==> config.mk <==
export PLATFORM = sky130hd
export DESIGN_NAME = master_rx_deser_flat
export DESIGN_NICKNAME = d
export VERILOG_FILES = /design/src/rtl/serial_bus_pkg.sv /design/src/rtl/master_rx_deser_if.sv /design/src/rtl/master_rx_deser_fifo.sv /design/src/rtl/master_rx_deser.sv /design/src/flat_wrapper.sv
export SDC_FILE = /design/constraint.sdc
export NUM_CORES = 1
export LEC_CHECK = 0
export ABC_AREA = 1
export CORE_ASPECT_RATIO = 1.5
export CORE_MARGIN = 2
export CORE_UTILIZATION = 51
export DETAILED_ROUTE_END_ITERATION = 10
export GPL_ROUTABILITY_DRIVEN = 0
export PLACE_DENSITY = 0.85
export SLEW_MARGIN = 20
export SYNTH_ARGS = -nofsm -noshare
export SYNTH_HDL_FRONTEND = slang
export SYNTH_SLANG_ARGS = --single-unit
==> constraint.sdc <==
create_clock -name clk -period 2.6 [get_ports clk]
set_input_delay 0.52 -clock clk [delete_from_list [all_inputs] [get_ports clk]]
set_output_delay 0.52 -clock clk [all_outputs]
set_load 0.01 [all_outputs]
==> src/rtl/serial_bus_pkg.sv <==
// Shared definitions for the serial-bus receive path: instruction codes,
// receiver state encoding and the lane-to-bit mapping helper.
package serial_bus_pkg;

  localparam logic [1:0] INSTR_READ = 2'b11;

  typedef enum logic [1:0] {
    IDLE    = 2'd0,
    WAIT_HS = 2'd1,
    SHIFT   = 2'd2
  } rx_state_t;

  // Bit position inside the word that beat 'beat', lane 'lane' lands on.
  function automatic int lane_bit(input int beat, input int lane, input int word_size,
                                  input int lanes, input bit msb_first);
    return msb_first ? (word_size - lanes * (beat + 1) + lane) : (beat * lanes + lane);
  endfunction

endpackage

==> src/rtl/master_rx_deser_if.sv <==
// Bundle of the slave-facing serial signals and the core-facing word port.
//
// Handshake rules:
//  - A word starts when slave_valid and master_ready are both high on a rising
//    edge; that edge samples beat 0. The remaining beats follow on consecutive
//    edges with no further handshake.
//  - new_rx is the valid of the word port and data is its payload. A word is
//    consumed on an edge where new_rx and data_ack are both high; data_ack
//    with new_rx low has no effect. data is stable while new_rx is high and
//    no ack is given.
interface master_rx_deser_if #(
  parameter int WORD_SIZE  = 8,
  parameter int LANES      = 1,
  parameter int BURST_SIZE = 12,
  parameter int FIFO_DEPTH = 4
);
  import serial_bus_pkg::*;

  localparam int COUNT_W = $clog2(FIFO_DEPTH + 1);

  logic [1:0]            instruction;
  logic                  tx_done;
  logic [BURST_SIZE-1:0] burst_num;
  logic                  slave_valid;
  logic [LANES-1:0]      rx_data;
  logic                  master_ready;
  logic [WORD_SIZE-1:0]  data;
  logic                  new_rx;
  logic                  data_ack;
  logic                  rx_done;
  logic                  rx_timeout;
  logic [COUNT_W-1:0]    fifo_count;
  rx_state_t             rx_state;

  modport master (
    input  instruction, tx_done, burst_num, slave_valid, rx_data, data_ack,
    output master_ready, data, new_rx, rx_done, rx_timeout, fifo_count, rx_state
  );

  modport slave (
    output instruction, tx_done, burst_num, slave_valid, rx_data, data_ack,
    input  master_ready, data, new_rx, rx_done, rx_timeout, fifo_count, rx_state
  );

endinterface

==> src/rtl/master_rx_deser_fifo.sv <==
// First-word-fall-through word FIFO. The head word is kept in a register so
// it is available one edge after a push into an empty FIFO and keeps its last
// value once the FIFO drains.
module rx_word_fifo #(
  parameter int WORD_SIZE  = 8,
  parameter int FIFO_DEPTH = 4
) (
  input  logic                               clk,
  input  logic                               reset,
  input  logic                               push,
  input  logic [WORD_SIZE-1:0]               push_data,
  input  logic                               pop,
  output logic [WORD_SIZE-1:0]               head,
  output logic [$clog2(FIFO_DEPTH+1)-1:0]    count
);

  localparam int PTR_W   = $clog2(FIFO_DEPTH);
  localparam int COUNT_W = $clog2(FIFO_DEPTH + 1);

  logic [WORD_SIZE-1:0] mem [FIFO_DEPTH];
  logic [PTR_W-1:0]     wr_ptr, rd_ptr, rd_next;
  logic [COUNT_W-1:0]   count_q, count_next;
  logic [WORD_SIZE-1:0] head_q, head_next;
  logic                 pop_ok;

  assign pop_ok = pop && (count_q != '0);
  assign head   = head_q;
  assign count  = count_q;

  // Next occupancy and next head word; a push into the slot that becomes the
  // head is forwarded directly since it is not in the array yet.
  always_comb begin
    count_next = count_q + COUNT_W'(push) - COUNT_W'(pop_ok);
    rd_next    = pop_ok ? rd_ptr + 1'b1 : rd_ptr;
    head_next  = head_q;
    if (count_next != '0) begin
      head_next = (push && (wr_ptr == rd_next)) ? push_data : mem[rd_next];
    end
  end

  // Storage array write.
  always_ff @(posedge clk) begin
    if (push) mem[wr_ptr] <= push_data;
  end

  // Pointers, occupancy and head register.
  always_ff @(posedge clk or posedge reset) begin
    if (reset) begin
      wr_ptr  <= '0;
      rd_ptr  <= '0;
      count_q <= '0;
      head_q  <= '0;
    end else begin
      if (push) wr_ptr <= wr_ptr + 1'b1;
      rd_ptr  <= rd_next;
      count_q <= count_next;
      head_q  <= head_next;
    end
  end

endmodule

==> src/rtl/master_rx_deser.sv <==
// Serial-bus read receiver: after a READ command has gone out, assembles
// words from LANES serial lanes (one handshake per word) and queues them in a
// FWFT FIFO for the master core.
module master_rx_deser
  import serial_bus_pkg::*;
#(
  parameter int WORD_SIZE  = 8,
  parameter int LANES      = 1,
  parameter int BURST_SIZE = 12,
  parameter int FIFO_DEPTH = 4,
  parameter int TIMEOUT    = 256,
  parameter bit MSB_FIRST  = 1'b0
) (
  input  logic                clk,
  input  logic                reset,
  master_rx_deser_if.master   bus
);

  localparam int BEATS   = WORD_SIZE / LANES;
  localparam int BEAT_W  = (BEATS > 1) ? $clog2(BEATS) : 1;
  localparam int TIMER_W = (TIMEOUT > 1) ? $clog2(TIMEOUT) : 1;
  localparam int IDX_W   = (WORD_SIZE > 1) ? $clog2(WORD_SIZE) : 1;
  localparam int COUNT_W = $clog2(FIFO_DEPTH + 1);
  localparam logic [BEAT_W-1:0]  LAST_BEAT  = BEAT_W'(BEATS - 1);
  localparam logic [TIMER_W-1:0] TIMER_LAST = TIMER_W'((TIMEOUT > 0) ? TIMEOUT - 1 : 0);

  if (WORD_SIZE % LANES != 0) begin : g_bad_lanes
    $error("WORD_SIZE must be a multiple of LANES");
  end
  if (FIFO_DEPTH < 2 || (FIFO_DEPTH & (FIFO_DEPTH - 1)) != 0) begin : g_bad_depth
    $error("FIFO_DEPTH must be a power of 2 and at least 2");
  end

  rx_state_t              state;
  logic [BEAT_W-1:0]      beat;
  logic [BURST_SIZE-1:0]  words_left;
  logic [TIMER_W-1:0]     timer;
  logic [WORD_SIZE-1:0]   shift_q, word_asm;
  logic                   rx_done_q, rx_timeout_q;
  logic [COUNT_W-1:0]     fifo_count;
  logic                   handshake, last_beat;

  assign bus.master_ready = (state == WAIT_HS) && (fifo_count < COUNT_W'(FIFO_DEPTH));
  assign handshake        = (state == WAIT_HS) && bus.slave_valid && bus.master_ready;
  assign last_beat        = ((state == SHIFT) && (beat == LAST_BEAT)) ||
                            (handshake && (BEATS == 1));
  assign bus.new_rx       = (fifo_count != '0);
  assign bus.fifo_count   = fifo_count;
  assign bus.rx_done      = rx_done_q;
  assign bus.rx_timeout   = rx_timeout_q;
  assign bus.rx_state     = state;

  // Merge the current beat's lanes into the partially assembled word.
  // beat is 0 in WAIT_HS, so the handshake edge fills beat 0.
  always_comb begin
    word_asm = shift_q;
    for (int b = 0; b < BEATS; b++) begin
      if (beat == BEAT_W'(b)) begin
        for (int l = 0; l < LANES; l++) begin
          word_asm[IDX_W'(lane_bit(b, l, WORD_SIZE, LANES, MSB_FIRST))] = bus.rx_data[l];
        end
      end
    end
  end

  // Receive FSM with its beat, word and handshake-timeout counters.
  always_ff @(posedge clk or posedge reset) begin
    if (reset) begin
      state        <= IDLE;
      beat         <= '0;
      words_left   <= '0;
      timer        <= '0;
      shift_q      <= '0;
      rx_done_q    <= 1'b0;
      rx_timeout_q <= 1'b0;
    end else begin
      rx_done_q    <= 1'b0;
      rx_timeout_q <= 1'b0;
      case (state)
        IDLE: begin
          if (bus.instruction == INSTR_READ && bus.tx_done) begin
            words_left <= bus.burst_num;
            beat       <= '0;
            timer      <= '0;
            state      <= WAIT_HS;
          end
        end
        WAIT_HS: begin
          if (handshake) begin
            shift_q <= word_asm;
            if (BEATS > 1) begin
              beat  <= 1'b1;
              state <= SHIFT;
            end
          end else if (TIMEOUT != 0) begin
            if (timer == TIMER_LAST) begin
              rx_timeout_q <= 1'b1;
              state        <= IDLE;
            end else begin
              timer <= timer + 1'b1;
            end
          end
        end
        SHIFT: begin
          shift_q <= word_asm;
          beat    <= beat + 1'b1;
        end
        default: state <= IDLE;
      endcase
      // Word completion overrides the per-state updates above.
      if (last_beat) begin
        beat  <= '0;
        timer <= '0;
        if (words_left == '0) begin
          rx_done_q <= 1'b1;
          state     <= IDLE;
        end else begin
          words_left <= words_left - 1'b1;
          state      <= WAIT_HS;
        end
      end
    end
  end

  rx_word_fifo #(
    .WORD_SIZE  (WORD_SIZE),
    .FIFO_DEPTH (FIFO_DEPTH)
  ) u_fifo (
    .clk       (clk),
    .reset     (reset),
    .push      (last_beat),
    .push_data (word_asm),
    .pop       (bus.new_rx && bus.data_ack),
    .head      (bus.data),
    .count     (fifo_count)
  );

endmodule

==> src/flat_wrapper.sv <==
// flat-port wrapper written by rule: the top's interface ports become plain ports
module master_rx_deser_flat import serial_bus_pkg::*;
#(
  parameter int WORD_SIZE  = 8,
  parameter int LANES      = 1,
  parameter int BURST_SIZE = 12,
  parameter int FIFO_DEPTH = 4,
  parameter int TIMEOUT    = 256,
  parameter bit MSB_FIRST  = 1'b0
)
  (clk, reset, bus_instruction, bus_tx_done, bus_burst_num, bus_slave_valid, bus_rx_data, bus_data_ack, bus_master_ready, bus_data, bus_new_rx, bus_rx_done, bus_rx_timeout, bus_fifo_count, bus_rx_state);
  master_rx_deser_if #(.WORD_SIZE(WORD_SIZE), .LANES(LANES), .BURST_SIZE(BURST_SIZE), .FIFO_DEPTH(FIFO_DEPTH)) bus_i ();
  input  logic clk;
  input  logic reset;
  input wire logic [$bits(bus_i.instruction)-1:0] bus_instruction;
  input wire logic [$bits(bus_i.tx_done)-1:0] bus_tx_done;
  input wire logic [$bits(bus_i.burst_num)-1:0] bus_burst_num;
  input wire logic [$bits(bus_i.slave_valid)-1:0] bus_slave_valid;
  input wire logic [$bits(bus_i.rx_data)-1:0] bus_rx_data;
  input wire logic [$bits(bus_i.data_ack)-1:0] bus_data_ack;
  output wire logic [$bits(bus_i.master_ready)-1:0] bus_master_ready;
  output wire logic [$bits(bus_i.data)-1:0] bus_data;
  output wire logic [$bits(bus_i.new_rx)-1:0] bus_new_rx;
  output wire logic [$bits(bus_i.rx_done)-1:0] bus_rx_done;
  output wire logic [$bits(bus_i.rx_timeout)-1:0] bus_rx_timeout;
  output wire logic [$bits(bus_i.fifo_count)-1:0] bus_fifo_count;
  output wire logic [$bits(bus_i.rx_state)-1:0] bus_rx_state;
  assign bus_i.instruction = bus_instruction;
  assign bus_i.tx_done = bus_tx_done;
  assign bus_i.burst_num = bus_burst_num;
  assign bus_i.slave_valid = bus_slave_valid;
  assign bus_i.rx_data = bus_rx_data;
  assign bus_i.data_ack = bus_data_ack;
  assign bus_master_ready = bus_i.master_ready;
  assign bus_data = bus_i.data;
  assign bus_new_rx = bus_i.new_rx;
  assign bus_rx_done = bus_i.rx_done;
  assign bus_rx_timeout = bus_i.rx_timeout;
  assign bus_fifo_count = bus_i.fifo_count;
  assign bus_rx_state = bus_i.rx_state;
  master_rx_deser #(.WORD_SIZE(WORD_SIZE), .LANES(LANES), .BURST_SIZE(BURST_SIZE), .FIFO_DEPTH(FIFO_DEPTH), .TIMEOUT(TIMEOUT), .MSB_FIRST(MSB_FIRST)) u_core (.clk(clk), .reset(reset), .bus(bus_i));
endmodule
==> results.cfg <==
[yosys]
syn_area_per_cell_um2 = 8.66
synthAdderAreaFrac_pct = 8.13
yosys.area_share.simple_pct = 26.0
yosysWarningCount = 0
postSynthCellCount = 384
synth_top_area_cell = dfrtp_1
syn-cell-area_um2 = 3330
yosys-top-cells-count = 74 x nand2_1, 45 x inv_1, 42 x dfrtp_1
synth_flop_cell = dfrtp_1
yosysTopAreaCellShare_pct = 31.6
synth_edf_count = 16
ys_ff_latch = 58
synth.most_common_cell = nand2_1
muxShareOfSynthArea_pct = 1.32
synth_cell_types = 38
synthArstFlopShare_pct = 72.4
synthTopCellsByArea = dfrtp_1 32%, edfxtp_1 14%, nand2_1 8.4%
synthXorXnorAreaFrac_pct = 2.90
ys_seq_area_share_pct = 46.0
synth_top_family_by_area = simple AND/OR/NAND/NOR gates
synth_compound_area_share_pct = 7.75

[power]
p_leak_nw = 1.84
peakVddDrop_v = 0.000511
pwr_density_cell_nw_per_um2 = 1020

[detailed_routing]
drt-initial-drc-count = 134
final_antenna_net_count = 0
firstDrtPassIters = 4
drc = 0
wl_um = 6870
wl_per_cell_um = 13.5
vias = 2648
via_per_inst = 5.19

[final_layout]
drive_above_1_share_pct = 13.1
finish.instance_area_um2 = 3970
area_growth_pct = 19.3
stdcell_count = 510
final_nets = 470
nFillCells = 518
diodes = 0

[floorplan]
start_util_pct = 52.0
die_area_um2 = 7200
ios = 37
dieWidth_um = 69.9
die_y_um = 103
core_um2 = 6400
rows = 36

[critical_path]
cp.required_ps = 2830
crit_path_max_fanout = 5
criticalPathCategory = reg2reg
cp.arrival_ps = 2700
end_kind = flop
cp-start-kind = flop

[global_routing]
grt_usage_pct = 21.3
grt_max_degree = 43
grt_pass1_wl_um = 11900
antenna_found_initial = 0
grt_pass1_vias = 2754
overflow = 0

[clock_network]
numCtsBuffers = 9
tritoncts = yes
cts_buffer_depth = 2
cts_root_buffer = clkbuf_8
clk_latency_ps = 340
cts_hold_buf = 0
htree_levels = 3
clkSinkCount = 58
clkTransAtPathRegs_ps = 60

[sta]
setup_viol = 0
skew_ps = 9.56
fin_crit_sh_pct = 95.1
whs_ps = 470
hold_viol = 0
tns_ps = 0
timing.fmax_mhz = 405
drv_slew = 0
relSlewSlack_pct = 64.4
min_period_ps = 2470
tightestPinTransition_ps = 534

[placed_design]
place_area_um2 = 3740
dp_cells = 493
io_buffers = 32
hpwl_um = 5020

[status]
status = finished clean

[hold_path]
hold_path_class = reg2reg

[run]
maxCapViolCount = 0
placed cells by master, fill, tap and decap left out, types with 4 or more instances in the layout:
cell	instances
buf_4	9
inv_2	6
nand2_2	8
conb_1	4
inv_1	43
xor2_1	8
nand4_1	12
nand2_1	74
clkbuf_8	12
ha_1	19
clkdlybuf4s50_1	32
nor2_2	4
nor2_1	31
nand3_2	4
a21oi_1	11
dfrtp_1	42
nand3_1	36
edfxtp_1	16
o21ai_0	25
o21ai_1	5
o211ai_1	4
logic make-up (layout without fill, tap and decap cells):
family / count (synthesis) / count (layout)
flops: 58 / 58
buf+inv: 60 / 107
mux: 4 / 4
xor+xnor: 11 / 11
compound gates: 48 / 48
simple gates: 181 / 181
fa+ha+maj: 21 / 21
other cells: 1 / 4
metal layers:
metal,global-route usage (%),vias to the layer above,routed length (µm),part of all wire [%]
met5,0,-,0,0
met4,10.8,0,201,2.9
met3,5.18,16,179,2.6
met2,40.4,43,3710,54
met1,21.8,1251,2780,40
li1,-,1338,-,-
sequential cells by signal, summed over array words and instances (netlist names):
register	flops
u_core.shift_q	4
u_core.u_fifo.wr_ptr	2
u_core.bus.rx_timeout	1
u_core.timer	8
u_core.bus.rx_done	1
u_core.bus.rx_state	2
u_core.u_fifo.head	4
u_core.beat	3
u_core.u_fifo.count	3
u_core.u_fifo.mem	16
u_core.words_left	12
u_core.u_fifo.rd_ptr	2
cell type report:
cell class / instances / area [µm²] / share of cell area, %
Clock buffer: 14 / 173 / 4.35
Clock inverter: 2 / 35.0 / 0.883
Inverter: 50 / 188 / 4.73
Multi-Input combinational cell: 269 / 1560 / 39.3
Timing Repair Buffer: 41 / 388 / 9.78
Sequential cell: 58 / 1530 / 38.6
Tap cell: 76 / 95.1 / 2.40
path summary, 6_finish.rpt:
| kind | endpoint | slack (ps) | cells after the start | startpoint |
|---|---|---|---|---|
| setup / recovery | u_core.u_fifo.head[3] | 130 | 11 | u_core.beat[1] |
| hold / removal | u_core.words_left[0] | 470 | 1 | u_core.words_left[0] |
| setup reg to reg | u_core.u_fifo.head[3] | 130 | 11 | u_core.beat[1] |
| hold reg to reg | u_core.words_left[0] | 470 | 1 | u_core.words_left[0] |
| max in group asynchronous | u_core.words_left[3] | 1620 | 3 | reset |
| min in group asynchronous | u_core.u_fifo.count[2] | 600 | 3 | reset |
metrics by stage:
stage | worst slack [ps] | total power [mW] | util [%]
finish | 128 | 4.03 | 62.0
detailed placement | -169 | 3.12 | 58.5
CTS | 16.3 | 4.01 | 61.8
floorplan | 100 | 2.59 | -
global route | -9.14 | 4.37 | 62.0
global placement | -75.1 | 3.06 | 58.5
critical path, stage by stage, from the launching register on:
cell and delay [ps]:
dfrtp_1 380, ha_2 200, ha_1 160, nand2_1 100, ha_1 310, inv_1 60
ha_1 180, fa_1 480, nor2_2 140, nand3_2 160, nand3_1 140, nand2_1 60
where the power goes:
| part | internal [mW] | switching, mW |
|---|---|---|
| Sequential | 1.19 | 0.176 |
| Combinational | 0.710 | 1.08 |
| Clock | 0.520 | 0.354 |
| Total | 2.42 | 1.61 |
timing repair:
item,4_1_cts,5_1_grt
setup endpoints to repair,0,4
setup buffers,0,1
gates resized for setup,0,5
Power figures use the tool's default switching activity.
